`config.mk`:
```
export PLATFORM = sky130hd
export DESIGN_NAME = line_to_word_fifo_flat
export DESIGN_NICKNAME = d
export VERILOG_FILES = /design/src/rtl/line_to_word_fifo_if.sv /design/src/rtl/line_to_word_fifo.sv /design/src/flat_wrapper.sv
export SDC_FILE = /design/constraint.sdc
export NUM_CORES = 2
export LEC_CHECK = 0
export ABC_AREA = 1
export ABC_CLOCK_PERIOD_IN_PS = 26700
export BUFFER_PORTS_ARGS = -buffer_cell sky130_fd_sc_hd__buf_2
export CORE_MARGIN = 2
export CORE_UTILIZATION = 41
export CTS_CLUSTER_DIAMETER = 200
export DETAILED_ROUTE_END_ITERATION = 16
export PLACE_DENSITY = 0.66
export SETUP_SLACK_MARGIN = 0.3
export SLEW_MARGIN = 5
export SYNTH_ARGS = -nofsm -noshare
export SYNTH_HDL_FRONTEND = slang
export SYNTH_SLANG_ARGS = --single-unit
```
`constraint.sdc`:
```
create_clock -name clk -period 26.7 [get_ports clk]
set_input_delay 1.335 -clock clk [delete_from_list [all_inputs] [get_ports clk]]
set_output_delay 1.335 -clock clk [all_outputs]
set_load 0.1 [all_outputs]
```
`src/rtl/line_to_word_fifo_if.sv`:
```
// Handshake bundle for line_to_word_fifo: line write side, word read side,
// synchronous clear and status outputs. The master drives writes/reads,
// the slave (the FIFO) drives the read data and status.
interface line_to_word_fifo_if #(
    parameter int LINE_W      = 512,
    parameter int WORD_W      = 64,
    parameter int DEPTH_LINES = 8
);
    localparam int RATIO = LINE_W / WORD_W;
    localparam int CW    = $clog2(RATIO) + 1;
    localparam int LW    = $clog2(DEPTH_LINES) + 1;

    logic              clr;
    logic              wr_en;
    logic [LINE_W-1:0] wr_data;
    logic [CW-1:0]     wr_words;
    logic              rd_en;
    logic [WORD_W-1:0] rd_data;
    logic              rd_valid;
    logic              rd_last;
    logic              empty;
    logic              full;
    logic              almost_full;
    logic [LW-1:0]     level;
    logic              overflow;
    logic              underflow;

    modport master (
        output clr, wr_en, wr_data, wr_words, rd_en,
        input  rd_data, rd_valid, rd_last, empty, full, almost_full,
               level, overflow, underflow
    );

    modport slave (
        input  clr, wr_en, wr_data, wr_words, rd_en,
        output rd_data, rd_valid, rd_last, empty, full, almost_full,
               level, overflow, underflow
    );
endinterface

```
`src/rtl/line_to_word_fifo.sv`:
```
// Wide-to-narrow width-converting FIFO. Cache lines are written whole and
// read back one WORD_W word per pop, word 0 first (little-endian order).
// Optional feature macro: LINE_TO_WORD_PARTIAL_EN -- when defined, each line
// carries its own word count (wr_words, clamped to 1..RATIO); when undefined
// every line holds RATIO words and wr_words is ignored.
module line_to_word_fifo #(
    parameter int LINE_W       = 512,
    parameter int WORD_W       = 64,
    parameter int DEPTH_LINES  = 8,
    parameter int AFULL_THRESH = 6
) (
    input  logic                clk,
    input  logic                reset,
    line_to_word_fifo_if.slave  io_bus
);
    localparam int RATIO = LINE_W / WORD_W;
    localparam int AW    = $clog2(DEPTH_LINES);
    localparam int PW    = AW + 1;
    localparam int IW    = $clog2(RATIO);
    localparam int CW    = IW + 1;
    localparam int LW    = AW + 1;

    logic [LINE_W-1:0] r_mem [DEPTH_LINES];
    logic [PW-1:0]     r_wr_ptr;
    logic [PW-1:0]     r_rd_ptr;
    logic [IW-1:0]     r_word_idx;
    logic [LW-1:0]     r_level;
    logic [WORD_W-1:0] r_rd_data;
    logic              r_rd_valid;
    logic              r_rd_last;
    logic              r_empty;
    logic              r_full;
    logic              r_afull;
    logic              r_overflow;
    logic              r_underflow;

    logic                         w_wr_acc;
    logic                         w_rd_acc;
    logic                         w_line_done;
    logic [CW-1:0]                w_head_cnt;
    logic [RATIO-1:0][WORD_W-1:0] w_head_line;
    logic [WORD_W-1:0]            w_head_word;
    logic [PW-1:0]                w_wr_ptr_nxt;
    logic [PW-1:0]                w_rd_ptr_nxt;
    logic [LW-1:0]                w_level_nxt;
    logic                         w_full_nxt;
    logic                         w_empty_nxt;
    logic                         w_afull_nxt;

`ifdef LINE_TO_WORD_PARTIAL_EN
    logic [CW-1:0] r_cnt [DEPTH_LINES];

    // Out-of-range word counts (0 or above RATIO) mean a full line.
    function automatic logic [CW-1:0] clamp_words(input logic [CW-1:0] words);
        if ((words == CW'(0)) || (words > CW'(RATIO))) begin
            return CW'(RATIO);
        end else begin
            return words;
        end
    endfunction

    // Per-line word count is stored alongside the line data.
    always_ff @(posedge clk) begin
        if (w_wr_acc) begin
            r_cnt[r_wr_ptr[AW-1:0]] <= clamp_words(io_bus.wr_words);
        end
    end

    // Word count of the line currently at the head.
    always_comb begin
        w_head_cnt = r_cnt[r_rd_ptr[AW-1:0]];
    end
`else
    logic w_unused_words;
    assign w_unused_words = ^io_bus.wr_words;
    assign w_head_cnt     = CW'(RATIO);
`endif

    // Line storage; contents need no reset because level/empty gate every read.
    always_ff @(posedge clk) begin
        if (w_wr_acc) begin
            r_mem[r_wr_ptr[AW-1:0]] <= io_bus.wr_data;
        end
    end

    // Accept/pop decisions, head word select and next-state occupancy.
    always_comb begin
        // A full FIFO refuses writes even if the head line frees this cycle.
        w_wr_acc     = io_bus.wr_en && !r_full;
        w_rd_acc     = io_bus.rd_en && !r_empty;
        w_head_line  = r_mem[r_rd_ptr[AW-1:0]];
        w_head_word  = w_head_line[r_word_idx];
        w_line_done  = w_rd_acc && ({1'b0, r_word_idx} == (w_head_cnt - CW'(1)));
        w_wr_ptr_nxt = r_wr_ptr + (w_wr_acc ? PW'(1) : PW'(0));
        w_rd_ptr_nxt = r_rd_ptr + (w_line_done ? PW'(1) : PW'(0));
        if (w_wr_acc && !w_line_done) begin
            w_level_nxt = r_level + LW'(1);
        end else if (!w_wr_acc && w_line_done) begin
            w_level_nxt = r_level - LW'(1);
        end else begin
            w_level_nxt = r_level;
        end
        w_full_nxt  = (w_wr_ptr_nxt[AW-1:0] == w_rd_ptr_nxt[AW-1:0]) &&
                      (w_wr_ptr_nxt[AW] != w_rd_ptr_nxt[AW]);
        w_empty_nxt = (w_wr_ptr_nxt == w_rd_ptr_nxt);
        w_afull_nxt = (w_level_nxt >= LW'(AFULL_THRESH));
    end

    // Pointers, word index, read output register, status flags and sticky errors.
    always_ff @(posedge clk or posedge reset) begin
        if (reset) begin
            r_wr_ptr    <= PW'(0);
            r_rd_ptr    <= PW'(0);
            r_word_idx  <= IW'(0);
            r_level     <= LW'(0);
            r_rd_data   <= WORD_W'(0);
            r_rd_valid  <= 1'b0;
            r_rd_last   <= 1'b0;
            r_empty     <= 1'b1;
            r_full      <= 1'b0;
            r_afull     <= 1'b0;
            r_overflow  <= 1'b0;
            r_underflow <= 1'b0;
        end else if (io_bus.clr) begin
            r_wr_ptr    <= PW'(0);
            r_rd_ptr    <= PW'(0);
            r_word_idx  <= IW'(0);
            r_level     <= LW'(0);
            r_rd_data   <= WORD_W'(0);
            r_rd_valid  <= 1'b0;
            r_rd_last   <= 1'b0;
            r_empty     <= 1'b1;
            r_full      <= 1'b0;
            r_afull     <= 1'b0;
            r_overflow  <= 1'b0;
            r_underflow <= 1'b0;
        end else begin
            r_wr_ptr <= w_wr_ptr_nxt;
            r_rd_ptr <= w_rd_ptr_nxt;
            r_level  <= w_level_nxt;
            r_empty  <= w_empty_nxt;
            r_full   <= w_full_nxt;
            r_afull  <= w_afull_nxt;
            if (w_rd_acc) begin
                r_rd_data  <= w_head_word;
                r_rd_valid <= 1'b1;
                r_rd_last  <= w_line_done;
                r_word_idx <= w_line_done ? IW'(0) : (r_word_idx + IW'(1));
            end else begin
                r_rd_valid <= 1'b0;
                r_rd_last  <= 1'b0;
            end
            if (io_bus.wr_en && r_full) begin
                r_overflow <= 1'b1;
            end
            if (io_bus.rd_en && r_empty) begin
                r_underflow <= 1'b1;
            end
        end
    end

    assign io_bus.rd_data     = r_rd_data;
    assign io_bus.rd_valid    = r_rd_valid;
    assign io_bus.rd_last     = r_rd_last;
    assign io_bus.empty       = r_empty;
    assign io_bus.full        = r_full;
    assign io_bus.almost_full = r_afull;
    assign io_bus.level       = r_level;
    assign io_bus.overflow    = r_overflow;
    assign io_bus.underflow   = r_underflow;
endmodule

```
`src/flat_wrapper.sv`:
```
// flat-port wrapper written by rule: the top's interface ports become plain ports
module line_to_word_fifo_flat 
#(
    parameter int LINE_W       = 512,
    parameter int WORD_W       = 64,
    parameter int DEPTH_LINES  = 8,
    parameter int AFULL_THRESH = 6
)
  (clk, reset, io_bus_clr, io_bus_wr_en, io_bus_wr_data, io_bus_wr_words, io_bus_rd_en, io_bus_rd_data, io_bus_rd_valid, io_bus_rd_last, io_bus_empty, io_bus_full, io_bus_almost_full, io_bus_level, io_bus_overflow, io_bus_underflow);
  line_to_word_fifo_if #(.LINE_W(LINE_W), .WORD_W(WORD_W), .DEPTH_LINES(DEPTH_LINES)) io_bus_i ();
  input  logic clk;
  input  logic reset;
  input wire logic [$bits(io_bus_i.clr)-1:0] io_bus_clr;
  input wire logic [$bits(io_bus_i.wr_en)-1:0] io_bus_wr_en;
  input wire logic [$bits(io_bus_i.wr_data)-1:0] io_bus_wr_data;
  input wire logic [$bits(io_bus_i.wr_words)-1:0] io_bus_wr_words;
  input wire logic [$bits(io_bus_i.rd_en)-1:0] io_bus_rd_en;
  output wire logic [$bits(io_bus_i.rd_data)-1:0] io_bus_rd_data;
  output wire logic [$bits(io_bus_i.rd_valid)-1:0] io_bus_rd_valid;
  output wire logic [$bits(io_bus_i.rd_last)-1:0] io_bus_rd_last;
  output wire logic [$bits(io_bus_i.empty)-1:0] io_bus_empty;
  output wire logic [$bits(io_bus_i.full)-1:0] io_bus_full;
  output wire logic [$bits(io_bus_i.almost_full)-1:0] io_bus_almost_full;
  output wire logic [$bits(io_bus_i.level)-1:0] io_bus_level;
  output wire logic [$bits(io_bus_i.overflow)-1:0] io_bus_overflow;
  output wire logic [$bits(io_bus_i.underflow)-1:0] io_bus_underflow;
  assign io_bus_i.clr = io_bus_clr;
  assign io_bus_i.wr_en = io_bus_wr_en;
  assign io_bus_i.wr_data = io_bus_wr_data;
  assign io_bus_i.wr_words = io_bus_wr_words;
  assign io_bus_i.rd_en = io_bus_rd_en;
  assign io_bus_rd_data = io_bus_i.rd_data;
  assign io_bus_rd_valid = io_bus_i.rd_valid;
  assign io_bus_rd_last = io_bus_i.rd_last;
  assign io_bus_empty = io_bus_i.empty;
  assign io_bus_full = io_bus_i.full;
  assign io_bus_almost_full = io_bus_i.almost_full;
  assign io_bus_level = io_bus_i.level;
  assign io_bus_overflow = io_bus_i.overflow;
  assign io_bus_underflow = io_bus_i.underflow;
  line_to_word_fifo #(.LINE_W(LINE_W), .WORD_W(WORD_W), .DEPTH_LINES(DEPTH_LINES), .AFULL_THRESH(AFULL_THRESH)) u_core (.clk(clk), .reset(reset), .io_bus(io_bus_i));
endmodule
```
==> run summary <==
Routing
- **remaining number of nets flagged by the antenna check after routing** 0
- **DRT Wirelength** 517,000 um
- **DRC violations left** 0
- **number of vias per cell** 5.37
- **wire length per cell** 25.1 um
- **drt pass-1 iters** 8
- **initial detailed-routing violation count** 13.8k
- **total number of vias** 111k

Global route
- **antenna violations before repair** 330
- **maximum number of pins on one net before global-route repair** 197
- **GRT Overall Usage** 24.1%
- **overflow left after global routing** 0
- **global-route wire length before repair** 728,000 um
- **via count of the first global-routing pass** 100k

STA
- **f_max** 145 MHz
- **final total negative setup slack** 0 ns
- **final hold violation count** 0
- **worst clock skew** 0.0699 ns
- **Tcrit/Tclk final** 25.8%
- **worst setup slack after layout** 19.82 ns
- **Finish-stage setup viols** 0
- **worst slew pin tran** 1.20 ns
- **final critical-path required period** 6.88 ns
- **unrepaired setup endpoints after global routing** false
- **final slew viol count** 0
- **Relative slew margins** 19.8%

Die
- **total I/O pin count** 596
- **Die Outline Area** 0.415 sq mm
- **Die W** 645 um
- **die span in y** 645 um
- **num rows** 235
- **initial core utilization** 41.1%
- **core box area** 0.409 sq mm

Worst setup path
- **most common cell type on the critical path** sky130_fd_sc_hd__nand2_1
- **worst-path cell chain** inv_8, buf_12, buf_12, buf_4, buf_12, buf_12, nand2_1, nand3_1, nand3_1, nand2_1, nand2_1, nand2_1, nand2_1, nand3_1, nand3_1, nand2_1
- **element type at the critical path start** flip-flop
- **Crit-path slowest cell** sky130_fd_sc_hd__inv_8
- **Req. time, crit path** 27.61 ns
- **largest incremental delay on the critical path** 0.78 ns
- **flop2flop setup slack** 19.82 ns
- **Arrival @ worst endpoint** 7.79 ns
- **critical path endpoint category** flip-flop
- **crit path max fanout** 170
- **Crit Path Category** flip-flop to flip-flop

Synth
- **register bit total from synthesis** 4,182
- **Avg Inst Size Synth** 11.7 sq um
- **sequential fraction of the synthesis area** 74.4%
- **library cells used by synthesis** 26
- **warning count from the yosys run** 0
- **top cell type's share of synthesized area** 73.1%
- **top post-synthesis cells by area** sky130_fd_sc_hd__edfxtp_1 (73%), sky130_fd_sc_hd__nand2_1 (14%), sky130_fd_sc_hd__nand3_1 (8.9%), sky130_fd_sc_hd__buf_2 (1.4%), sky130_fd_sc_hd__dfrtp_1 (1.3%)
- **cell accounting for the most synthesized area** sky130_fd_sc_hd__edfxtp_1
- **cell count after synthesis** 14.4k
- **Syn Std Cell Area** 0.168 sq mm
- **Mapped Nets** 14.9k

Layout
- **utilization after layout** 46.4%
- **area taken by flip-flops and latches** 0.125 sq mm
- **multi-input logic area** 0.0386 sq mm
- **number of standard cells in the final layout excluding fillers** 20.6k
- **Filler cells** 36.0k
- **area growth from synthesis to layout** 12.8%
- **final instance area** 0.190 sq mm
- **share of post-route cells with drive strength above 1** 9.34%
- **fin nets** 15.2k

Clock network
- **clock buffer count from CTS** 423
- **clock-pin slew on the worst setup and hold paths** 0.06 ns
- **clock tree root driver cell** sky130_fd_sc_hd__clkbuf_16
- **hold-fix buffers at CTS** 0
- **clock tree buffer depth** 4
- **Post-CTS Setup Repair Bufs** 0
- **clock latency of the later-clocked register in the worst-skew pair** 1.01 ns
- **sink count of the clock tree** 4,182
- **number of cells upsized or downsized after cts** 0
- **H-tree levels** 5
- **clock tree from TritonCTS** built

Power and ir drop
- **worst IR drop on VDD** 54.8 uV
- **static leakage** 69.9 nW
- **areal power density over the cells** 73.6 mW/mm^2

Place
- **number of instances in the placed design** 19.7k
- **routability cong.** 0.858
- **final HPWL from detailed placement** 307,000 um
- **Post-Place Setup Slack** 19.27 ns
- **Placement Cell Area** 0.176 sq mm
- **number of buffers added on ports** 591

Hold path
- **class of the worst hold path** input port to asynchronous set/reset pin

Flow run
- **max-cap check violation count** 0

Run status
- **result of the run** complete, no violations

-- power breakdown --
part / switching (W) / internal [W]
combinational: 0.000549 / 0.000135
sequential: 0.0000390 / 0.00738
clock: 0.00252 / 0.00333
-- flip-flops by register name, indices dropped and copies added, names as in the netlist --
| signal | count |
|---|---|
| u_core.io_bus.full | 1 |
| u_core.r_mem | 4096 |
| u_core.io_bus.level | 4 |
| u_core.io_bus.almost_full | 1 |
| u_core.r_word_idx | 3 |
| u_core.io_bus.rd_data | 64 |
| u_core.io_bus.underflow | 1 |
| u_core.io_bus.rd_valid | 1 |
| u_core.io_bus.overflow | 1 |
| u_core.io_bus.empty | 1 |
| u_core.r_wr_ptr | 4 |
| u_core.r_rd_ptr | 4 |
| u_core.io_bus.rd_last | 1 |
-- cell usage after synthesis (all sizes together) --
library cell,count
a21oi,44
ha,8
nand4,1
xor2,4
a31oi,1
dfstp,1
nand2,6101
edfxtp,4096
buf,662
xnor2,3
or2,1
clkbuf,231
dfrtp,85
nor2,30
o21ai,7
nand3,2997
inv,102
nor4,1
o211ai,1
nand3b,1
nor3,1
-- path summary, 6_finish.rpt --
path | startpoint | endpoint | cells after the start
max reg2reg | u_core.r_rd_ptr[0]$_DFF_PP0_ | u_core.io_bus.rd_data[20]$_DFFE_PP0P_ | 16
min in group clk | u_core.io_bus.rd_data[31]$_DFFE_PP0P_ | u_core.io_bus.rd_data[31]$_DFFE_PP0P_ | 2
min | reset | u_core.io_bus.underflow$_DFFE_PP0P_ | 2
max | u_core.r_rd_ptr[0]$_DFF_PP0_ | u_core.io_bus.rd_data[20]$_DFFE_PP0P_ | 16
max in group asynchronous | reset | u_core.r_word_idx[1]$_DFFE_PP0P_ | 3
min reg2reg | u_core.io_bus.rd_data[31]$_DFFE_PP0P_ | u_core.io_bus.rd_data[31]$_DFFE_PP0P_ | 2
-- per-layer routing --
layer / track usage, % / routed length [um]
met5: 0 / 844
met4: 14.6 / 33600
met3: 4.89 / 43900
met2: 36.5 / 234000
met1: 32.0 / 205000
-- critical path: cells and delay by family (launching register included) --
family	cells	cell delay [ns]
buf+inv	6	3.80
flops	1	0.67
simple gates	10	1.55
-- kinds of logic (layout without fill, tap and decap cells) --
family	Yosys count	after routing	synth area share, %
AOI/OAI and AO/OA	53	53	0.160
xor gates and xnor gates	7	7	0.0364
adders and majority gates	8	8	0.0595
buffers and inverters	995	1667	2.73
DFF	4182	4182	74.4
other	0	121	0
and+or+nand+nor	9133	9133	22.6
-- area by class of cell --
class | count | area share, %
Antenna cell | 121 | 0.160
Clock buffer | 533 | 5.86
Tap cell | 5451 | 3.60
Clock inverter | 252 | 1.34
Multi-Input combinational cell | 9201 | 20.3
Timing Repair Buffer | 780 | 2.51
Sequential cell | 4182 | 66.0
Inverter | 102 | 0.226
-- metrics by stage --
step	hold slack, ns	power, W
6_report	0.387	0.0140
5_1_grt	0.384	0.0143
4_1_cts	0.338	0.0140
3_5_place_dp	0.460	0.00824
3_3_place_gp	0.460	0.00823
2_1_floorplan	0.511	0.00799
-- layout by cell type, fill, tap and decap left out, drive strengths merged, types with 8 or more instances in the layout --
| cell | count |
|---|---|
| diode | 121 |
| clkbuf | 533 |
| a21oi | 44 |
| buf | 780 |
| dfrtp | 85 |
| edfxtp | 4096 |
| ha | 8 |
| clkinv | 189 |
| nand2 | 6101 |
| nor2 | 30 |
| bufinv | 38 |
| nand3 | 2997 |
| inv | 115 |
| clkinvlp | 12 |
(Power assumes the default switching activity.)
